==> src/rtl/mc_ctrl_pkg.sv <==
// mc_ctrl_pkg: shared types and encodings for the multi-cycle MIPS controller.
//   - FSM state encoding (also exported on the debug state port)
//   - opcode / funct constants for the supported instruction subset
//   - datapath select encodings (npcsel, RegDst, MemtoReg, EXTop, ALUctr)
//   - instruction-class type produced by mc_decode
//   - alu_ctl(): ALU operand/operation selects for a given instruction class
package mc_ctrl_pkg;

  typedef enum logic [2:0] {
    FETCH  = 3'd0,
    DECODE = 3'd1,
    EXEC   = 3'd2,
    MEM    = 3'd3,
    WB     = 3'd4
  } state_t;

  localparam logic [5:0] OP_RTYPE = 6'h00;
  localparam logic [5:0] OP_J     = 6'h02;
  localparam logic [5:0] OP_JAL   = 6'h03;
  localparam logic [5:0] OP_BEQ   = 6'h04;
  localparam logic [5:0] OP_ORI   = 6'h0D;
  localparam logic [5:0] OP_LUI   = 6'h0F;
  localparam logic [5:0] OP_LW    = 6'h23;
  localparam logic [5:0] OP_SW    = 6'h2B;

  localparam logic [5:0] FN_JR    = 6'h08;
  localparam logic [5:0] FN_ADDU  = 6'h21;
  localparam logic [5:0] FN_SUBU  = 6'h23;

  localparam logic [1:0] NPC_PC4  = 2'b00;
  localparam logic [1:0] NPC_BEQ  = 2'b01;
  localparam logic [1:0] NPC_JUMP = 2'b10;
  localparam logic [1:0] NPC_RS   = 2'b11;

  localparam logic [1:0] DST_RT   = 2'b00;
  localparam logic [1:0] DST_RD   = 2'b01;
  localparam logic [1:0] DST_RA   = 2'b10;

  localparam logic [1:0] WBSRC_ALU = 2'b00;
  localparam logic [1:0] WBSRC_DM  = 2'b01;
  localparam logic [1:0] WBSRC_PC4 = 2'b10;

  localparam logic [1:0] EXT_ZERO = 2'b00;
  localparam logic [1:0] EXT_SIGN = 2'b01;
  localparam logic [1:0] EXT_LUI  = 2'b10;

  localparam logic [1:0] ALU_ADD  = 2'b00;
  localparam logic [1:0] ALU_SUB  = 2'b01;
  localparam logic [1:0] ALU_OR   = 2'b10;

  typedef enum logic [3:0] {
    RTYPE_ALU, ORI, LUI, LW, SW, BEQ, J, JAL, JR, NOP, ILLEGAL
  } iclass_t;

  typedef struct packed {
    logic [1:0] aluctr;
    logic       alusrc;
    logic [1:0] extop;
  } alu_ctl_t;

  function automatic alu_ctl_t alu_ctl(input iclass_t ic, input logic is_sub);
    alu_ctl_t c;
    c = '0;
    case (ic)
      RTYPE_ALU: c.aluctr = is_sub ? ALU_SUB : ALU_ADD;
      ORI:       begin c.aluctr = ALU_OR;  c.alusrc = 1'b1; c.extop = EXT_ZERO; end
      LUI:       begin c.aluctr = ALU_OR;  c.alusrc = 1'b1; c.extop = EXT_LUI;  end
      LW, SW:    begin c.aluctr = ALU_ADD; c.alusrc = 1'b1; c.extop = EXT_SIGN; end
      BEQ:       c.aluctr = ALU_SUB;
      default:   ;
    endcase
    return c;
  endfunction

endpackage

==> src/rtl/mc_ctrl_decode.sv <==
// mc_decode: combinational instruction classifier.
//   instr  in  32  instruction word (stable from DECODE onward)
//   iclass out     instruction class; anything unsupported maps to ILLEGAL
module mc_decode
  import mc_ctrl_pkg::*;
(
  input  logic [31:0] instr,
  output iclass_t     iclass
);

  logic [5:0] op;
  logic [5:0] fn;

  assign op = instr[31:26];
  assign fn = instr[5:0];

  always_comb begin
    iclass = ILLEGAL;
    if (instr == 32'd0) begin
      iclass = NOP;
    end else begin
      case (op)
        OP_RTYPE: begin
          case (fn)
            FN_ADDU, FN_SUBU: iclass = RTYPE_ALU;
            FN_JR:            iclass = JR;
            default:          iclass = ILLEGAL;
          endcase
        end
        OP_ORI:  iclass = ORI;
        OP_LUI:  iclass = LUI;
        OP_LW:   iclass = LW;
        OP_SW:   iclass = SW;
        OP_BEQ:  iclass = BEQ;
        OP_J:    iclass = J;
        OP_JAL:  iclass = JAL;
        default: iclass = ILLEGAL;
      endcase
    end
  end

endmodule

==> src/rtl/mc_ctrl.sv <==
// mc_ctrl: multi-cycle FETCH/DECODE/EXEC/MEM/WB controller for the MIPS datapath.
// Ports:
//   clk, reset (async, active low), instr[31:0], zero, mem_ready
//   pc_we, ir_we, npcsel[1:0], RegDst[1:0], ALUSrc, MemtoReg[1:0], MemWrite,
//   RegWrite, EXTop[1:0], ALUctr[1:0], state[2:0], illegal, mem_timeout
//   cyc_cnt[31:0], ret_cnt[31:0] only when MC_PERF_CNT_EN is defined.
// Parameter MEM_WAIT_MAX (>= 1): MEM cycles waited for mem_ready before timing out.
//
// state  | meaning
// FETCH  | load IR (ir_we)
// DECODE | classify; finish nop/illegal/j/jr
// EXEC   | ALU op; finish beq
// MEM    | wait for mem_ready; finish sw or time out
// WB     | register write; finish ALU ops, lw, jal
module mc_ctrl
  import mc_ctrl_pkg::*;
#(
  parameter int MEM_WAIT_MAX = 15
) (
  input  logic        clk,
  input  logic        reset,
  input  logic [31:0] instr,
  input  logic        zero,
  input  logic        mem_ready,
  output logic        pc_we,
  output logic        ir_we,
  output logic [1:0]  npcsel,
  output logic [1:0]  RegDst,
  output logic        ALUSrc,
  output logic [1:0]  MemtoReg,
  output logic        MemWrite,
  output logic        RegWrite,
  output logic [1:0]  EXTop,
  output logic [1:0]  ALUctr,
  output logic [2:0]  state,
  output logic        illegal,
  output logic        mem_timeout
`ifdef MC_PERF_CNT_EN
  ,
  output logic [31:0] cyc_cnt,
  output logic [31:0] ret_cnt
`endif
);

  localparam int CW = $clog2(MEM_WAIT_MAX + 1);

  state_t   st;
  logic [CW-1:0] wait_cnt;
  iclass_t  ic;
  logic     is_sub;
  logic     mem_expired;
  alu_ctl_t actl;

  // Branch resolution is done in the datapath (npcsel=01 uses zero there).
  logic unused_zero;
  assign unused_zero = zero;

  mc_decode u_decode (
    .instr  (instr),
    .iclass (ic)
  );

  assign is_sub      = (instr[5:0] == FN_SUBU);
  assign mem_expired = (wait_cnt == CW'(MEM_WAIT_MAX));
  assign actl        = alu_ctl(ic, is_sub);
  assign state       = st;

  always_ff @(posedge clk or negedge reset) begin
    if (!reset) begin
      st       <= FETCH;
      wait_cnt <= '0;
    end else begin
      case (st)
        FETCH:  st <= DECODE;
        DECODE: begin
          case (ic)
            NOP, ILLEGAL, J, JR: st <= FETCH;
            JAL:                 st <= WB;
            default:             st <= EXEC;
          endcase
        end
        EXEC: begin
          case (ic)
            LW, SW:              st <= MEM;
            RTYPE_ALU, ORI, LUI: st <= WB;
            default:             st <= FETCH;
          endcase
        end
        MEM: begin
          // mem_ready wins over an expiring counter in the same cycle
          if (mem_ready) begin
            wait_cnt <= '0;
            st       <= (ic == LW) ? WB : FETCH;
          end else if (mem_expired) begin
            wait_cnt <= '0;
            st       <= FETCH;
          end else begin
            wait_cnt <= wait_cnt + 1'b1;
          end
        end
        WB:      st <= FETCH;
        default: st <= FETCH;
      endcase
    end
  end

  // Moore decode of state + instruction; MemWrite/pc_we in MEM follow mem_ready
  // directly so the store strobe lands in the handshake cycle.
  always_comb begin
    pc_we       = 1'b0;
    ir_we       = 1'b0;
    npcsel      = NPC_PC4;
    RegDst      = DST_RT;
    ALUSrc      = 1'b0;
    MemtoReg    = WBSRC_ALU;
    MemWrite    = 1'b0;
    RegWrite    = 1'b0;
    EXTop       = EXT_ZERO;
    ALUctr      = ALU_ADD;
    illegal     = 1'b0;
    mem_timeout = 1'b0;
    case (st)
      // gated by reset so nothing loads while reset is held
      FETCH: ir_we = reset;
      DECODE: begin
        case (ic)
          NOP:     pc_we = 1'b1;
          ILLEGAL: begin pc_we = 1'b1; illegal = 1'b1; end
          J:       begin pc_we = 1'b1; npcsel = NPC_JUMP; end
          JR:      begin pc_we = 1'b1; npcsel = NPC_RS; end
          default: ;
        endcase
      end
      EXEC: begin
        ALUctr = actl.aluctr;
        ALUSrc = actl.alusrc;
        EXTop  = actl.extop;
        if (ic == BEQ) begin
          pc_we  = 1'b1;
          npcsel = NPC_BEQ;
        end
      end
      MEM: begin
        ALUctr = actl.aluctr;
        ALUSrc = actl.alusrc;
        EXTop  = actl.extop;
        if (mem_ready) begin
          MemWrite = (ic == SW);
          pc_we    = (ic == SW);
        end else if (mem_expired) begin
          mem_timeout = 1'b1;
          pc_we       = 1'b1;
        end
      end
      WB: begin
        RegWrite = 1'b1;
        pc_we    = 1'b1;
        case (ic)
          RTYPE_ALU, ORI, LUI: begin
            ALUctr = actl.aluctr;
            ALUSrc = actl.alusrc;
            EXTop  = actl.extop;
            RegDst = (ic == RTYPE_ALU) ? DST_RD : DST_RT;
          end
          LW:  MemtoReg = WBSRC_DM;
          JAL: begin
            RegDst   = DST_RA;
            MemtoReg = WBSRC_PC4;
            npcsel   = NPC_JUMP;
          end
          default: ;
        endcase
      end
      default: ;
    endcase
  end

`ifdef MC_PERF_CNT_EN
  always_ff @(posedge clk or negedge reset) begin
    if (!reset) begin
      cyc_cnt <= '0;
      ret_cnt <= '0;
    end else begin
      cyc_cnt <= cyc_cnt + 32'd1;
      if (pc_we) ret_cnt <= ret_cnt + 32'd1;
    end
  end
`endif

endmodule
==> config.mk <==
export PLATFORM = sky130hd
export DESIGN_NAME = mc_ctrl
export DESIGN_NICKNAME = d
export VERILOG_FILES = /design/src/rtl/mc_ctrl_pkg.sv /design/src/rtl/mc_ctrl_decode.sv /design/src/rtl/mc_ctrl.sv
export SDC_FILE = /design/constraint.sdc
export NUM_CORES = 1
export LEC_CHECK = 0
export ABC_CLOCK_PERIOD_IN_PS = 3000
export CAP_MARGIN = 0
export CORE_ASPECT_RATIO = 1.5
export CORE_MARGIN = 5
export CORE_UTILIZATION = 30
export DETAILED_ROUTE_END_ITERATION = 10
export PLACE_DENSITY = 0.67
export REMOVE_ABC_BUFFERS = 1
export SKIP_CTS_REPAIR_TIMING = 1
export SLEW_MARGIN = 20
export SYNTH_ARGS = -nofsm -noshare
export SYNTH_HDL_FRONTEND = slang
export SYNTH_SLANG_ARGS = --single-unit
==> constraint.sdc <==
create_clock -name clk -period 3 [get_ports clk]
set_input_delay 0.45 -clock clk [delete_from_list [all_inputs] [get_ports clk]]
set_output_delay 0.45 -clock clk [all_outputs]
set_load 0.005 [all_outputs]
# Word-level counts from Yosys, hierarchy flattened

Index checks and enable logic that the tools add are counted.

Latch bits: 0
ROM bits: 0
Input port bits: 36
Memory bits (writable): 0
Register bits: 7
Memories kept: 0

Shifts and indexed selects: 0
Multipliers: 0
$lt $le $gt $ge: 0
Bitwise operators: 0
Divide/modulo/power cells: 0
Eq/ne operators: 26
Reduce and logical (&&, ||, !) cells: 10
Add/sub/neg operators: 1
Mux-type cells: 42

Operator list:

| kind                                          | number |
|---|---|
| zero test 32 bit                              | 1 |
| case mux 4 bit (8 select lines)               | 1 |
| == test 6 bit, second input constant          | 4 |
| case mux 2 bit (2 select lines)               | 5 |
| == test 6 x 4 -> 1 bit, second input constant | 3 |
| == test 4 x 3 -> 1 bit, second input constant | 4 |
| == test 4 bit, second input constant          | 4 |
| 2-to-1 mux 1 bit                              | 16 |
| == test 6 x 2 -> 1 bit, second input constant | 2 |
| 2-to-1 mux 4 bit                              | 3 |
| case mux 2 bit (3 select lines)               | 2 |
| case mux 3 bit (2 select lines)               | 2 |
| case mux 3 bit (4 select lines)               | 1 |
| 2-to-1 mux 2 bit                              | 5 |
| 2-to-1 mux 3 bit                              | 3 |
| case mux 3 bit (3 select lines)               | 1 |
| == test 4 x 2 -> 1 bit, second input constant | 2 |
| case mux 4 bit (2 select lines)               | 1 |
| OR reduction 2 bit                            | 4 |
| == test 3 x 2 -> 1 bit, second input constant | 2 |
| == test 6 x 3 -> 1 bit, second input constant | 1 |
| zero test 6 bit                               | 1 |
| adder 4 x 1 -> 4 bit, second input constant   | 1 |
| == test 4 x 1 -> 1 bit, second input constant | 1 |
| other kinds (9)                               | 9 |

# Longest topological paths before layout

Gate-level depths: netlist of the first run.

Word-level depth: 10
Depth in mapped cells: 8

# Modules after synthesis

Synthesis of the first run repeated with hierarchy kept, for this count alone.

Cell total of the unflattened synthesis: 138
Area, all modules: 1011.0 µm²

Modules (own cells, without submodules):

| module    | cells an instance | area an instance (µm²) | instances |
|---|---|---|---|
| mc_ctrl   | 95                | 737.0                  | 1 |
| mc_decode | 43                | 274.0                  | 1 |

# Worst setup path after synthesis of the first run

Ideal clock, no wire load.

Path kind: input port to output port
Start point: input instr[30]
End point: output npcsel[0]
Setup slack: 0.458 ns
Data required time: 2.550 ns
Arrival time: 2.092 ns
Cell stages on the path: 6
Buffers on the path: 1
Cells stage by stage: buf_2 > or4_4 > or3_4 > or4_4 > nand4_2 > nand2_1

Cells in the longest elaborated chain, start to end: 6
Elaborated cells on any way between the ends: 17
Those cells by class: eq/ne (10); mux (5); reduce/logical (2)

Ends and longest elaborated chain:

| item                                                                       | line                           | text |
|---|---|---|
| start: declaration                                                         | mc_ctrl.sv:22                  | `input logic [31:0] instr,` |
| == test 6 x 2 -> 1 bit, or another cell as far along                       | mc_ctrl_decode.sv:22           | `case (op)` |
| case mux 4 bit (8 select lines)                                            | mc_ctrl_decode.sv:22           |  |
| 2-to-1 mux 4 bit *                                                         | mc_ctrl_decode.sv:19           | `if (instr == 32'd0) begin` |
| == test 4 bit, or another cell as far along                                | mc_ctrl.sv:126                 | `case (ic)` |
| case mux 2 bit (2 select lines) / 2-to-1 mux 1 bit (equally long branches) | mc_ctrl.sv:126, mc_ctrl.sv:138 |  |
| case mux 2 bit (3 select lines) *                                          | mc_ctrl.sv:122                 | `case (st)` |
| end: declaration                                                           | mc_ctrl.sv:27                  | `output logic [1:0] npcsel,` |

Every way passes the cells marked *; elsewhere a longest branch is shown, timed or not.

# Worst setup path after layout of the first run

Start point: input instr[27]
End point: output ALUctr[0]

Cells in the longest elaborated chain, start to end: 8
Elaborated cells on any way between the ends: 20
Those cells by class: eq/ne (10); mux (5); reduce/logical (5)

Ends and longest elaborated chain:

| item                                                                    | line                              | text |
|---|---|---|
| == test 6 x 2 -> 1 bit, or another cell as far along                    | mc_ctrl_decode.sv:22              |  |
| case mux 4 bit (8 select lines)                                         | mc_ctrl_decode.sv:22              |  |
| 2-to-1 mux 4 bit *                                                      | mc_ctrl_decode.sv:19              |  |
| == test 4 x 1 -> 1 bit / == test 4 x 2 -> 1 bit (equally long branches) | mc_ctrl_pkg.sv:64, mc_ctrl.sv:158 |  |
| OR reduction 2 bit (no source line)                                     | -                                 |  |
| case mux 2 bit (3 select lines)                                         | mc_ctrl_pkg.sv:64                 | `case (ic)` |
| 2-to-1 mux 2 bit                                                        | mc_ctrl.sv:158                    | `case (ic)` |
| case mux 2 bit (2 select lines) *                                       | mc_ctrl.sv:122                    |  |
| end: declaration                                                        | mc_ctrl.sv:34                     | `output logic [1:0] ALUctr,` |

Marked as above.

==> out/metrics.cfg, run 1 <==
[pwr]
pwr-share-seq_pct = 26.4
p_sw_share_pct = 36.88
p_leak_nw = 0.7920
clock_power_share_pct = 20.1
p_switching_w = 0.0002436
finalPower_w = 0.0006605
p_int_w = 0.0004169
ir_drop_v = 0.0003585
p_per_area_mw_per_mm2 = 370.7
combPwrFrac_pct = 53.5

[sta]
fin_crit_ns = 2.932
fin_skew_ns = 0.003150
relSlewSlack_pct = 64.57
fin_crit_sh_pct = 97.73
max_freq_mhz = 341.1
slew_violations = 0
hold_violations = 0
worstMarginPinSlew_ns = 0.5266
setup_viol = 0

[outcome]
status = completed

[synthesis]
synth-edff-count = 0
synthFlopType = dfrtp_1
seq_area_frac_synth_pct = 18.72
synth_cell_types = 44
yosys_warnings = 0
synthCells = 135
avgSynthCellArea_um2 = 6.933
ys_seq_elements = 7
synth.cell_area_um2 = 935.9
synthArstFlopShare_pct = 100.0

[route]
wl_per_cell_um = 14.71
wirelength_mm = 3.664
drt-vias-per-instance = 5.538
ant_nets = 0
first_pass_iters = 4
drt_iter0_drc = 24
drc = 0
route.vias.total = 1379

[clock_network]
clk_latency_ns = 0.22
clock-root-buffer = clkbuf_8
path_clk_slew_ns = 0.04
clock-sinks = 7
cts_buffer_depth = 2
htreeDepth = 1
cts_tree = done
cts_buffers = 3

[die]
die_y_um = 78.41
die_w_um = 55.61
die_area_mm2 = 0.004360
ios = 56
fp-row-count = 24
start_util_pct = 31.48
core_area_mm2 = 0.002973

[grt]
grt.met1_usage_pct = 17.39
overflow = 0
antenna_found_initial = 0
track_usage_pct = 16.22
grt_pass1_vias = 1386
grt_pass1_wl_mm = 5.982
grt_use_met2_pct = 30.21
grtUsageMet3_pct = 6.240
grt_max_degree = 15
busiest_layer = met2

[worst_setup_path]
worstPathMaxFanout = 3
path_class = in2out
rr_startpoint = state[1]
reg2reg_to = wait_cnt[3]
cp.arrival_ns = 2.48
cp_data_required_time_ns = 2.55
r2r_cells = 5
crit_path_start_kind = input port
cp-end-kind = primary output
r2r_slack_ns = 1.23

[run]
drv_cap = 0

[worst_hold_path]
holdPathStages = 2
whs_endpoint = wait_cnt[1]
hold_path.class = reg2reg
min_from = wait_cnt[1]

[placement]
port_buffers = 54
gp_congestion = 0.9624
dp_hpwl_mm = 2.988

[layout]
multi_input_area_um2 = 744.5
drive_gt1_share_pct = 20.00
seq_area_um2 = 175.2
nNetsFinal = 248
post-route-util_pct = 59.93
nFillCells = 272
mostFrequentLayoutCells = clkdlybuf4s50_1, buf_4, nand2_1
antennaDiodeCount = 0
final_common_cell = clkdlybuf4s50_1
syn_to_final_growth_pct = 90.37

power by group through the flow:
stage                     sequential [W]  clock, W  combinational (W)
after floorplan                 0.000161         0           0.000159
after global placement          0.000169         0           0.000340
after detailed placement        0.000174         0           0.000351
after CTS                       0.000173  0.000134           0.000353
after global routing            0.000181  0.000142           0.000388
final                           0.000174  0.000133           0.000354
per-stage QoR:
stage | setup WS (ns) | hold slack, ns | cells | area, um^2 | TNS (ns)
after CTS | -0.4212 | 0.5232 | 246 | 1707 | -2.510
after detailed placement | -0.4108 | 0.5141 | 242 | 1662 | -2.436
after global routing | -0.01040 | 0.5709 | 249 | 1782 | -0.01634
final | 0.06824 | 0.5181 | 249 | 1782 | 0
after floorplan | 0.5010 | 0.1544 | 126 | 899.6 | 0
after global placement | -0.4010 | 0.4835 | 242 | 1662 | -2.303
per-layer routing:
layer	share of wire, %	vias to the layer above
li1	-	667
met1	36	631
met2	51	77
met3	12	4
met4	0.85	0
met5	0	-
critical path: stages:
cell and delay, ns:
clkdlybuf4s50_1 0.45, or4_1 0.55, a41oi_2 0.24, o21ai_1 0.12, or3_1 0.41, o21ai_1 0.14
clkbuf_2 0.13
sequential cells by signal, indices dropped and copies added, names as in the netlist:
register and flops:
wait_cnt 4, state 3
cells by family (layout without fill, tap and decap cells):
logic type | Yosys count | after routing | share of synthesized area (%)
AOI/OAI and AO/OA | 31 | 31 | 21.79
adders and majority gates | 1 | 1 | 1.337
buffers and inverters | 11 | 86 | 4.679
DFF | 7 | 7 | 18.72
muxes | 1 | 1 | 1.070
and+or+nand+nor | 84 | 84 | 52.41
layout make-up:
| cell class | instances | area share (%) |
|---|---|---|
| Clock buffer | 4 | 2.528 |
| Inverter | 2 | 0.4213 |
| Multi-Input combinational cell | 117 | 41.78 |
| Timing Repair Buffer | 80 | 42.70 |
| Tap cell | 39 | 2.739 |
| Sequential cell | 7 | 9.831 |
Yosys cell counts, drive strengths merged, types with 2 or more instances:
cell,instances,area [um^2]
nor4b,4,35.03
o31ai,4,35.03
nand2b,3,18.77
or4,5,45.04
nand4,3,25.02
o21ai,12,60.05
nand3,5,25.02
a21oi,5,25.02
clkbuf,6,22.52
nor3,10,50.05
nand4b,2,17.52
nand2,15,56.30
or2,4,25.02
a211oi,2,15.01
nor2,14,52.55
dfrtp,7,175.2
buf,3,13.76
or3,3,23.77
nor4,7,43.79
inv,2,7.510
and2,2,12.51
how the worst max path moves through the flow:
stage / from / slack [ns] / end
after floorplan: instr[29] / 0.50 / npcsel[0]
after global placement: instr[29] / -0.40 / npcsel[0]
after detailed placement: instr[29] / -0.41 / npcsel[1]
after CTS: instr[29] / -0.42 / npcsel[1]
after global routing: instr[27] / -0.01 / ALUctr[0]
final: instr[27] / 0.07 / ALUctr[0]
(Power assumes the default switching activity.)
==> run 2: changes to the inputs <==
--- a/config.mk
+++ b/config.mk
@@ -11,9 +11,9 @@
 export CORE_MARGIN = 5
 export CORE_UTILIZATION = 30
 export DETAILED_ROUTE_END_ITERATION = 10
+export GPL_ROUTABILITY_DRIVEN = 0
 export PLACE_DENSITY = 0.67
 export REMOVE_ABC_BUFFERS = 1
-export SKIP_CTS_REPAIR_TIMING = 1
 export SLEW_MARGIN = 20
 export SYNTH_ARGS = -nofsm -noshare
 export SYNTH_HDL_FRONTEND = slang
==> out/metrics.cfg, run 2 (synthesis gave the netlist of run 1 again) <==
[grt]
antenna_found_initial = 0  ; unchanged
grt.met1_usage_pct = 17.29  ; -0.099 points
grt_pass1_vias = 1402  ; +1.2%
grt_max_degree = 15  ; unchanged
track_usage_pct = 16.59  ; +0.37 points
grt_use_met2_pct = 32.23  ; +2.0 points
busiest_layer = met2
grtUsageMet3_pct = 6.240  ; unchanged
overflow = 0  ; unchanged
grt_pass1_wl_mm = 6.092  ; +1.8%

[pwr]
ir_drop_v = 0.0003586  ; about the same
finalPower_w = 0.0006521  ; -1.3%
p_per_area_mw_per_mm2 = 376.0  ; +1.4%
p_leak_nw = 0.6956  ; -12%

[placement]
dpl_worst_slack_ns = -0.4108  ; unchanged
port_buffers = 54  ; unchanged
dp_hpwl_mm = 2.988  ; unchanged

[clock_network]
path_clk_slew_ns = 0.04  ; about the same
cts_tree = done
clock-sinks = 7  ; unchanged
clk_latency_ns = 0.22  ; about the same
cts_buffers = 3  ; unchanged
clock-root-buffer = clkbuf_8
cts_buffer_depth = 2  ; unchanged
htreeDepth = 1  ; unchanged

[die]
die_w_um = 55.61  ; unchanged
core_area_mm2 = 0.002973  ; unchanged
start_util_pct = 31.48  ; unchanged
die_y_um = 78.41  ; unchanged
fp-row-count = 24  ; unchanged
die_area_mm2 = 0.004360  ; unchanged
ios = 56  ; unchanged

[worst_setup_path]
cp_slowest_cell = or4_4
r2r_slack_ns = 1.24  ; about the same
cp-end-kind = primary output
cpMostUsedCell = or4_4
path_class = in2out
path_cells = dlygate4sd2_1 > or4_4 > or3_4 > or4_4 > nand3_1 > a21oi_1 > clkbuf_2
cp_data_required_time_ns = 2.55  ; about the same
worstPathMaxFanout = 4  ; +1
slowest_delay_ns = 0.57  ; +0.02 ns
cp.arrival_ns = 2.49  ; about the same
r2r_cells = 5  ; unchanged
crit_path_start_kind = input port

[sta]
slew_violations = 0  ; unchanged
whs_ns = 0.5155  ; -0.002632 ns
relSlewSlack_pct = 63.48  ; -1.1 points
fin_crit_sh_pct = 98.02  ; +0.30 points
worstMarginPinSlew_ns = 0.5428  ; +0.01626 ns
post-route-worst-setup-slack_ns = 0.05938  ; -0.008859 ns
max_freq_mhz = 340.1  ; -0.30%
setup_viol = 0  ; unchanged
grt_setup_unrepaired = no
fin_skew_ns = 0.003084  ; -0.00006609 ns
fin_crit_ns = 2.941  ; +0.008859 ns
hold_violations = 0  ; unchanged

[route]
drc = 0  ; unchanged
drt_iter0_drc = 31  ; +29%
drt-vias-per-instance = 5.544  ; +0.11%
wl_per_cell_um = 14.59  ; -0.86%
ant_nets = 0  ; unchanged
route.vias.total = 1375  ; -0.29%
first_pass_iters = 4  ; unchanged
wirelength_mm = 3.618  ; -1.3%

[outcome]
status = completed

[layout]
largest-register = wait_cnt
drive_gt1_share_pct = 22.49  ; +2.5 points
final_common_cell = clkdlybuf4s50_1
syn_to_final_growth_pct = 85.29
mostFrequentLayoutCells = clkdlybuf4s50_1, buf_4, nand2_1
antennaDiodeCount = 0  ; unchanged
largest_reg_flops = 4  ; unchanged
nNetsFinal = 247  ; -0.40%

[worst_hold_path]
holdPathStages = 2  ; unchanged
hold_path.class = reg2reg

[run]
drv_cap = 0  ; unchanged

==> run 2: changes by cell type in the layout (fill, tap and decap cells not counted), sizes merged <==
| cell | before | now |
|---|---|---|
| dlymetal6s2s | 9 | 1 |
| dlygate4sd2 | 0 | 4 |
| clkbuf | 5 | 8 |
| clkdlybuf4s15 | 0 | 1 |
| clkdlybuf4s50 | 44 | 43 |
==> run 2: per-layer routing <==
layer	part of all wire [%]	wire, um
met2	52	1875
met1	37	1343
met3	11	386
met4	0.33	12
met5	0	0
==> run 2: report_power, final <==
part | leakage, nW | internal (W) | switching [W]
logic | 0.591 | 0.000194 | 0.000152
clock network | 0.0228 | 0.0000920 | 0.0000413
registers | 0.0815 | 0.000122 | 0.0000513
==> run 2: layout make-up <==
| cell class | count | area, um^2 |
|---|---|---|
| fill | 279 | 1239 |
| inverter | 2 | 7.507 |
| multi-input combinational | 117 | 753.2 |
| tap | 39 | 48.80 |
| sequential | 7 | 175.2 |
| timing repair buffer | 79 | 704.4 |
| clock buffer | 4 | 45.04 |
==> run 2: critical path, delay by kind of cell <==
family,cells,cell delay (ns)
and+or+nand+nor,4,1.62
buffers and inverters,2,0.38
AOI/OAI and AO/OA,1,0.04
==> run 2: metrics by stage <==
| step | setup TNS (ns) | util, % | cell area, um^2 | cells |
|---|---|---|---|---|
| floorplan | 0 | - | 899.6 | 126 |
| global placement | -2.303 | 55.89 | 1662 | 242 |
| detailed placement | -2.436 | 55.89 | 1662 | 242 |
| CTS | -0.1005 | 57.87 | 1720 | 247 |
| global route | 0 | 58.33 | 1734 | 248 |
| finish | 0 | 58.33 | 1734 | 248 |
==> run 2: repair_timing <==
| action | CTS | global route |
|---|---|---|
| buffers inserted | 1 | 1 |
| endpoints found under the setup margin | 8 | 9 |
| pin swaps | 2 | 6 |
| resized for setup | 14 | 17 |
| hold endpoints to repair | 0 | 0 |
| hold buffers | 0 | 0 |
==> run 2: final timing paths <==
check / start / end
setup / recovery: instr[29] / illegal
hold / removal: wait_cnt[1] / wait_cnt[1]
setup reg to reg: state[1] / wait_cnt[3]
hold reg to reg: wait_cnt[1] / wait_cnt[1]
max in group asynchronous: reset / wait_cnt[3]
min in group asynchronous: reset / state[0]
